File: src/rtl/conv_mac_ctrl.sv
`default_nettype none
// ============================================================================
// Module   : conv_mac_ctrl
// Brief    : Sequencer for linear convolution z = x * y through an external MAC.
// Revision : 1.0 - initial release
// ============================================================================
module conv_mac_ctrl (
    input  logic        clk,
    input  logic        rst,
    input  logic        start,
    input  logic [4:0]  size_x,
    input  logic [4:0]  size_y,
    output logic [4:0]  memx_addr,
    input  logic [7:0]  memx_data,
    output logic [4:0]  memy_addr,
    input  logic [7:0]  memy_data,
    output logic [7:0]  mac_x,
    output logic [7:0]  mac_y,
    output logic        mac_clr_n,
    output logic        mac_load,
    input  logic [15:0] mac_z,
    output logic [5:0]  memz_addr,
    output logic [15:0] memz_data,
    output logic        memz_we,
    output logic        busy,
    output logic        done
);

    typedef enum logic [2:0] {
        S_IDLE  = 3'd0,
        S_CLEAR = 3'd1,
        S_ADDR  = 3'd2,
        S_MAC   = 3'd3,
        S_WRITE = 3'd4,
        S_DONE  = 3'd5
    } state_t;

    state_t      r_state;
    logic [4:0]  r_sx;
    logic [4:0]  r_sy;
    logic [5:0]  r_i;
    logic [5:0]  r_k;
    logic [5:0]  r_kend;
    logic [5:0]  r_last;
    logic [4:0]  r_xaddr;
    logic [4:0]  r_yaddr;
    logic [5:0]  r_zaddr;
    logic        r_clr_n;
    logic        r_load;
    logic        r_we;
    logic        r_busy;
    logic        r_done;

    logic [5:0]  w_i_plus1;
    logic [5:0]  w_sx_m1;
    logic [5:0]  w_k_start;
    logic [5:0]  w_kend;

    // First and last valid k for output i: k >= i-(size_y-1), k <= min(i, size_x-1)
    always_comb begin
        w_i_plus1 = r_i + 6'd1;
        w_sx_m1   = {1'b0, r_sx} - 6'd1;
        w_k_start = 6'd0;
        if (w_i_plus1 > {1'b0, r_sy}) begin
            w_k_start = w_i_plus1 - {1'b0, r_sy};
        end
        w_kend = (r_i < w_sx_m1) ? r_i : w_sx_m1;
    end

    always_ff @(posedge clk) begin
        if (rst) begin
            r_state <= S_IDLE;
            r_sx    <= 5'd0;
            r_sy    <= 5'd0;
            r_i     <= 6'd0;
            r_k     <= 6'd0;
            r_kend  <= 6'd0;
            r_last  <= 6'd0;
            r_xaddr <= 5'd0;
            r_yaddr <= 5'd0;
            r_zaddr <= 6'd0;
            r_clr_n <= 1'b0;
            r_load  <= 1'b0;
            r_we    <= 1'b0;
            r_busy  <= 1'b0;
            r_done  <= 1'b0;
        end else begin
            case (r_state)
                S_IDLE: begin
                    r_clr_n <= 1'b1;
                    r_load  <= 1'b0;
                    r_we    <= 1'b0;
                    r_done  <= 1'b0;
                    if (start) begin
                        if ((size_x != 5'd0) && (size_y != 5'd0)) begin
                            r_sx    <= size_x;
                            r_sy    <= size_y;
                            r_last  <= {1'b0, size_x} + {1'b0, size_y} - 6'd2;
                            r_i     <= 6'd0;
                            r_clr_n <= 1'b0;
                            r_busy  <= 1'b1;
                            r_state <= S_CLEAR;
                        end else begin
                            r_done  <= 1'b1;
                            r_state <= S_DONE;
                        end
                    end
                end

                S_CLEAR: begin
                    r_clr_n <= 1'b1;
                    r_k     <= w_k_start;
                    r_kend  <= w_kend;
                    r_xaddr <= w_k_start[4:0];
                    r_yaddr <= r_i[4:0] - w_k_start[4:0];
                    r_state <= S_ADDR;
                end

                // Memory data for the current address lands during MAC
                S_ADDR: begin
                    r_load  <= 1'b1;
                    r_state <= S_MAC;
                end

                S_MAC: begin
                    r_load <= 1'b0;
                    if (r_k == r_kend) begin
                        r_we    <= 1'b1;
                        r_zaddr <= r_i;
                        r_state <= S_WRITE;
                    end else begin
                        r_k     <= r_k + 6'd1;
                        r_xaddr <= r_k[4:0] + 5'd1;
                        r_yaddr <= r_yaddr - 5'd1;
                        r_state <= S_ADDR;
                    end
                end

                S_WRITE: begin
                    r_we <= 1'b0;
                    if (r_i == r_last) begin
                        r_busy  <= 1'b0;
                        r_done  <= 1'b1;
                        r_state <= S_DONE;
                    end else begin
                        r_i     <= w_i_plus1;
                        r_clr_n <= 1'b0;
                        r_state <= S_CLEAR;
                    end
                end

                S_DONE: begin
                    r_done  <= 1'b0;
                    r_clr_n <= 1'b1;
                    r_state <= S_IDLE;
                end

                default: begin
                    r_clr_n <= 1'b1;
                    r_load  <= 1'b0;
                    r_we    <= 1'b0;
                    r_busy  <= 1'b0;
                    r_done  <= 1'b0;
                    r_state <= S_IDLE;
                end
            endcase
        end
    end

    // The accumulator result is only meaningful in WRITE, after the last MAC edge
    assign memz_data = r_we ? mac_z : 16'd0;
    assign mac_clr_n = r_clr_n & ~rst;
    assign mac_x     = memx_data;
    assign mac_y     = memy_data;
    assign memx_addr = r_xaddr;
    assign memy_addr = r_yaddr;
    assign memz_addr = r_zaddr;
    assign memz_we   = r_we;
    assign mac_load  = r_load;
    assign busy      = r_busy;
    assign done      = r_done;

endmodule
`default_nettype wire
File: config.mk
export PLATFORM = sky130hd
export DESIGN_NAME = conv_mac_ctrl
export DESIGN_NICKNAME = d
export VERILOG_FILES = /design/src/rtl/conv_mac_ctrl.sv
export SDC_FILE = /design/constraint.sdc
export NUM_CORES = 1
export LEC_CHECK = 0
export ABC_AREA = 1
export CORE_MARGIN = 2
export CORE_UTILIZATION = 25
export CTS_CLUSTER_SIZE = 14
export DETAILED_ROUTE_END_ITERATION = 12
export PLACE_DENSITY = 0.55
export SYNTH_ARGS = -nofsm -noshare
export SYNTH_HDL_FRONTEND = slang
export SYNTH_SLANG_ARGS = --single-unit
export TNS_END_PERCENT = 50
File: constraint.sdc
create_clock -name clk -period 4.15 [get_ports clk]
set_input_delay 0.415 -clock clk [delete_from_list [all_inputs] [get_ports clk]]
set_output_delay 0.415 -clock clk [all_outputs]
set_load 0.01 [all_outputs]
==> flow_metrics.py, run 1 <==
metrics = {
    "routing": {
        "drc": 0,
        "first_pass_iters": 4,
        "ant_nets": 0,
        "routed_wl_um": 9580,
        "vias": 3355,
        "vias_per_cell": 4.39,
        "dr.first_iter.drc_count": 188,
        "routedWlPerCell_um": 12.5,
    },
    "power": {
        "netSwitchingFraction_pct": 37.8,
        "leakage_uw": 0.00210,
        "p_int_uw": 1110,
        "ir_drop_mv": 0.150,
        "seq_power_share_pct": 35.5,
        "share_comb_of_total_power_pct": 39.3,
        "p_per_area_mw_per_mm2": 395,
        "clockPowerShare_pct": 25.3,
        "power_switching_uw": 673,
    },
    "worst_setup_path": {
        "path_class": "reg2reg",
        "r2r-end": "memy_addr[4]",
        "reg2reg_slack_ps": 670,
        "r2r_cells": 22,
        "worstPathMaxFanout": 9,
        "r2r_start": "r_i[1]",
        "worstPathArrival_ps": 3680,
        "critPathRequiredTime_ps": 4350,
        "critPathLaunchType": "register",
        "end_kind": "register",
    },
    "logic_synthesis": {
        "async_flop_share_pct": 0,
        "yosysSeqAreaShare_pct": 28.5,
        "synth_seq_cells": 53,
        "synth_area_mm2": 0.00372,
        "syn_inst": 546,
        "yosys_warnings": 0,
        "synth_edf_count": 0,
        "synth_ff_type": "dfxtp_1",
        "synthTopCellsByCount": "nand2_1, inv_1, a21oi_1, dfxtp_1, o21ai_0",
        "synthDistinctLibCells": 36,
        "synth_top_area_share_pct": 28.5,
        "synth.avg_cell_area_um2": 6.81,
        "synth_fp_nets": 621,
        "yosysMostFrequentCell": "nand2_1",
        "synth.area.top_cells": "dfxtp_1, nand2_1, a21oi_1, ha_1, inv_1",
        "post-synth-top-area-cell": "dfxtp_1",
    },
    "layout": {
        "synthToLayoutAreaGrowth_pct": 21.1,
        "final_nets": 654,
        "antenna_cells": 0,
        "drive_gt1_share_pct": 5.34,
    },
    "timing": {
        "setup_tns_ps": 0,
        "setup-violations-final": 0,
        "worst-slew-pin-transition_ps": 824,
        "max_freq_mhz": 288,
        "rsz0062_at_grt": "no",
        "fin_worst_skew_ps": 5.70,
        "post-route-min-period_ps": 3480,
        "relSlewSlack_pct": 44.9,
        "fin_ws_ps": 674,
        "maxSlewViolCount": 0,
        "post-route-period-util_pct": 83.8,
        "hold_viol": 0,
    },
    "place": {
        "pre_cts_ws_ps": 751,
        "io_buffers": 65,
        "dp_hpwl_um": 7410,
        "gp_congestion": 0.853,
    },
    "floorplan": {
        "die_w_um": 126,
        "core_area_mm2": 0.0145,
        "rows": 44,
        "die-area_mm2": 0.0159,
        "initial_core_util_pct": 25.6,
        "io_pins": 98,
        "die_y_um": 126,
    },
    "flow_run": {
        "cap_viol_max_count": 0,
    },
    "cts": {
        "post_cts_buffers": 0,
        "htree_levels": 2,
        "cts_buffer_depth": 2,
        "numClockSinks": 53,
        "path_clk_slew_ps": 70,
        "postCtsResizedCells": 0,
        "clk_latency_ps": 290,
        "cts_buffers": 5,
        "cts_tree": "yes",
        "cts-root-buf": "clkbuf_16",
        "holdBufCountCts": 0,
    },
    "worst_hold_path": {
        "min_to": "done",
        "min_delay_path_depth": 2,
        "hold_path.class": "reg2reg",
        "worstHoldStart": "done",
    },
    "global_routing": {
        "grt_pass1_vias": 3167,
        "grt_max_degree": 37,
        "grt_pass1_wl_um": 15800,
        "track_usage_pct": 12.1,
        "antenna_found_initial": 0,
        "overflow": 0,
    },
    "status": {
        "status": "finished clean",
    },
}
==> per-stage QoR <==
step | utilization (%) | area (µm²) | hold WS [ps] | std cells | power (µW)
global route | 31.0 | 4500 | 487 | 764 | 1910
detailed placement | 29.9 | 4350 | 461 | 756 | 1340
CTS | 31.0 | 4500 | 473 | 764 | 1790
finish | 31.0 | 4500 | 469 | 764 | 1780
global placement | 29.9 | 4350 | 459 | 756 | 1330
floorplan | - | 3720 | 428 | 546 | 1150
==> worst max-delay path by stage <==
stage / slack, ps / cells after the start / end / start
2_1_floorplan: 1130 / 22 / memy_addr[4] / r_i[1]
3_3_place_gp: 900 / 24 / memy_addr[4] / r_i[1]
3_5_place_dp: 750 / 22 / memy_addr[4] / r_i[1]
4_1_cts: 700 / 22 / memy_addr[4] / r_i[1]
5_1_grt: 350 / 24 / memy_addr[4] / r_i[0]
6_report: 670 / 22 / memy_addr[4] / r_i[1]
==> power groups by stage <==
stage                     Combinational, µW  Sequential [µW]  Clock (µW)
after floorplan                         518              634           0
after global placement                  689              641           0
after detailed placement                694              644           0
after CTS                               700              632         456
after global routing                    791              641         481
final                                   699              631         449
==> cell usage in the layout (no fill, tap or decap), types with 3 or more instances in the layout <==
cell type        instances
fa_1                     3
xor2_1                  16
dfxtp_1                 53
nor2_1                  32
clkbuf_16                5
nor2_4                   3
nand4_1                  8
inv_1                   89
nand2_2                  4
xnor2_1                  3
o21ai_0                 48
a21oi_1                 68
clkdlybuf4s50_1         65
nor2_2                   3
nor3_1                   4
nand2_1                 96
ha_1                    27
nand3_1                 26
inv_2                    5
==> routing by layer <==
layer  GRT usage [%]  vias up  part of all wire [%]
met5               0        -                     0
met4            3.04        0                   1.4
met3            1.91       11                   2.7
met2            18.4       47                    43
met1            17.7     1514                    53
li1                -     1783                     -
==> logic make-up after synthesis <==
| family | Yosys count | share of synthesized area (%) |
|---|---|---|
| AO/OA/AOI/OAI | 124 | 17.2 |
| XOR/XNOR | 19 | 4.48 |
| buffers and inverters | 137 | 17.0 |
| flip-flops | 53 | 28.5 |
| adder cells (fa/ha/maj) | 30 | 10.7 |
| AND/OR/NAND/NOR | 183 | 22.1 |
==> registers in the layout, indices dropped and copies added, names as in the netlist <==
register and flops:
r_clr_n 1, memz_we 1, memz_addr 6, r_state 3, r_sx 5, r_k 6
r_sy 5, busy 1, r_last 6, r_i 6, mac_load 1, done 1
r_kend 6, memy_addr 5
==> critical path: stages (launching register included) <==
cell and delay [ps]:
dfxtp_1 620, ha_1 270, nand3_1 100, xor2_1 140, inv_1 80, ha_1 380, nand3_1 100, nand2_1 70
nand2_1 80, nand2_4 130, inv_4 60, nor2_4 90, ha_1 180, inv_1 60, fa_1 400, nand3_1 120
nand3_1 80, nand2_1 90, nand3_1 80, nand3_1 90, nand3_1 60, nand2_1 70, inv_1 30
==> cell type report <==
type                    instances  area [µm²]
fillers                      1602       10000
multi-input cells             356        2020
flip-flops and latches         53        1060
repair buffers                 67         666
inverters                      96         365
well taps                     184         230
clock buffers                   6         139
clock inverters                 2        16.3
Power figures use the tool's default switching activity.
==> run 2: changes to the inputs <==
--- a/config.mk
+++ b/config.mk
@@ -10,7 +10,7 @@
 export CORE_UTILIZATION = 25
 export CTS_CLUSTER_SIZE = 14
 export DETAILED_ROUTE_END_ITERATION = 12
-export PLACE_DENSITY = 0.55
+export PLACE_DENSITY = 0.56
 export SYNTH_ARGS = -nofsm -noshare
 export SYNTH_HDL_FRONTEND = slang
 export SYNTH_SLANG_ARGS = --single-unit
==> constraint.sdc (replaced) <==
create_clock -name clk -period 2.8 [get_ports clk]
set_input_delay 0.28 -clock clk [delete_from_list [all_inputs] [get_ports clk]]
set_output_delay 0.28 -clock clk [all_outputs]
set_load 0.01 [all_outputs]
==> flow_metrics.py, run 2 (synthesis gave the netlist of run 1 again) <==
metrics = {
    "routing": {
        "first_pass_iters": 4,
        "drc": 0,
        "routedWlPerCell_um": 12.7,
        "routed_wl_um": 10100,
        "ant_nets": 0,
        "vias": 3523,
        "dr.first_iter.drc_count": 189,
        "vias_per_cell": 4.43,
    },
    "power": {
        "leakage_uw": 0.00230,
        "p_per_area_mw_per_mm2": 579,
        "ir_drop_mv": 0.282,
    },
    "cts": {
        "cts-root-buf": "clkbuf_16",
        "htree_levels": 2,
        "numClockSinks": 53,
        "holdBufCountCts": 0,
        "cts_tree": "yes",
        "cts_buffers": 5,
        "path_clk_slew_ps": 70,
        "cts_buffer_depth": 2,
        "clk_latency_ps": 290,
    },
    "floorplan": {
        "rows": 44,
        "die-area_mm2": 0.0159,
        "io_pins": 98,
        "initial_core_util_pct": 25.6,
        "core_area_mm2": 0.0145,
        "die_y_um": 126,
        "die_w_um": 126,
    },
    "layout": {
        "final_cell_mix": "nand2_1, inv_1, a21oi_1",
        "final_common_cell": "nand2_1",
        "antenna_cells": 0,
        "synthToLayoutAreaGrowth_pct": 33.4,
        "drive_gt1_share_pct": 15.4,
        "register_area_mm2": 0.00107,
        "nFillCells": 1551,
        "multiInputGateArea_mm2": 0.00220,
        "final_nets": 685,
    },
    "timing": {
        "fin_ws_ps": -80.1,
        "worst-slew-pin-transition_ps": 605,
        "hold_viol": 0,
        "max_freq_mhz": 347,
        "maxSlewViolCount": 0,
        "fin_worst_skew_ps": 4.03,
        "post-route-period-util_pct": 103,
        "post-route-min-period_ps": 2880,
        "relSlewSlack_pct": 59.6,
        "rsz0062_at_grt": "yes",
        "setup_tns_ps": -111,
        "setup-violations-final": 2,
    },
    "global_routing": {
        "grt_pass1_wl_um": 16300,
        "antenna_found_initial": 0,
        "grt_max_degree": 37,
        "track_usage_pct": 12.5,
        "grt_pass1_vias": 3317,
        "overflow": 0,
    },
    "worst_hold_path": {
        "hold_path.class": "reg2reg",
        "min_delay_path_depth": 2,
    },
    "flow_run": {
        "cap_viol_max_count": 0,
    },
    "place": {
        "gp_congestion": 0.830,
        "pre_cts_ws_ps": -85.1,
        "io_buffers": 65,
        "dp_hpwl_um": 7590,
    },
    "worst_setup_path": {
        "critPathLaunchType": "register",
        "path_buf_inv": 5,
        "worstPathMaxFanout": 4,
        "path_class": "reg2reg",
        "worstPathArrival_ps": 3080,
        "r2r_cells": 24,
        "end_kind": "register",
        "critPathRequiredTime_ps": 3000,
        "cp.depth": 24,
        "crit_top_cell": "nand2_1",
        "path_delay_family": "adder cells",
        "cpPeakStageDelay_ps": 390,
        "path_cells": "ha_4 > nand3_2 > xor2_1 > inv_1 > ha_4 > nand3_2 > nand2_2 > nand2_2 > nand2_4 > inv_4 > nor2_4 > ha_4 > inv_4 > fa_2 > nand3_2 > nand2_1 > nand2_1 > nand2_1 > inv_1 > nand2_1 > nand3_1 > nand3_1 > nand2_1 > inv_1",
        "slowest_stage": "dfxtp_4",
    },
    "status": {
        "violations": "negative setup slack",
        "status": "finished with violations",
    },
}
==> run 2: changes by cell type in the layout (fill, tap and decap cells not counted), sizes merged <==
cell,previous run,this run
inv,97,96
buf,2,33
bufinv,0,1
clkbuf,6,7
clkinvlp,1,0
==> run 2: stage by stage <==
stage               instances  hold slack, ps  cell area, µm²  utilization (%)  power [µW]
floorplan                 546             428            3770                -        1720
global placement          775             449            4550             31.3        2030
detailed placement        775             456            4550             31.3        2050
CTS                       784             468            4770             32.8        2810
global route              795             502            4960             34.1        3080
finish                    795             463            4960             34.1        2870
==> run 2: worst min-delay path, cell delays in order, from the launching register on <==
cell and delay (ps):
dfxtp_1 310, nand2_1 60, a21oi_1 50
==> run 2: power by group <==
group | switching (µW) | leakage [µW] | internal (µW)
clock network | 280 | 0.0000841 | 447
registers | 86.4 | 0.000437 | 847
logic | 661 | 0.00178 | 550
total | 1030 | 0.00230 | 1840
==> run 2: final timing paths <==
check | from | to | slack, ps
worst max-delay path | r_i[1] | memy_addr[4] | -80
worst min-delay path | done | done | 460
worst max register to register | r_i[1] | memy_addr[4] | -80
worst min register to register | done | done | 460
==> run 2: timing repair <==
item | in CTS | in global routing
pin swaps | 2 | 22
setup endpoints to repair | 3 | 4
setup buffers | 1 | 11
resized for setup | 8 | 28
==> run 2: cell type report <==
type	instances	area share, %
flip-flops and latches	53	21.6
well taps	184	4.64
clock inverters	1	0.605
inverters	96	7.46
multi-input cells	356	44.3
repair buffers	98	18.5
clock buffers	7	2.87
==> run 2: routing by layer <==
metal	wire length [µm]	vias up	track usage (%)	share of wire (%)
li1	-	1847	-	-
met1	4970	1609	17.3	49
met2	4700	61	20.1	47
met3	323	6	2.55	3.2
met4	73	0	2.52	0.72
met5	0	-	0	0
==> run 3: changes to the inputs <==
--- a/config.mk
+++ b/config.mk
@@ -10,6 +10,7 @@
 export CORE_UTILIZATION = 25
 export CTS_CLUSTER_SIZE = 14
 export DETAILED_ROUTE_END_ITERATION = 12
+export GPL_ROUTABILITY_DRIVEN = 0
 export PLACE_DENSITY = 0.56
 export SYNTH_ARGS = -nofsm -noshare
 export SYNTH_HDL_FRONTEND = slang
==> results of run 3 <==
No change in the layout: final DEF, timing and power equal those of run 2.
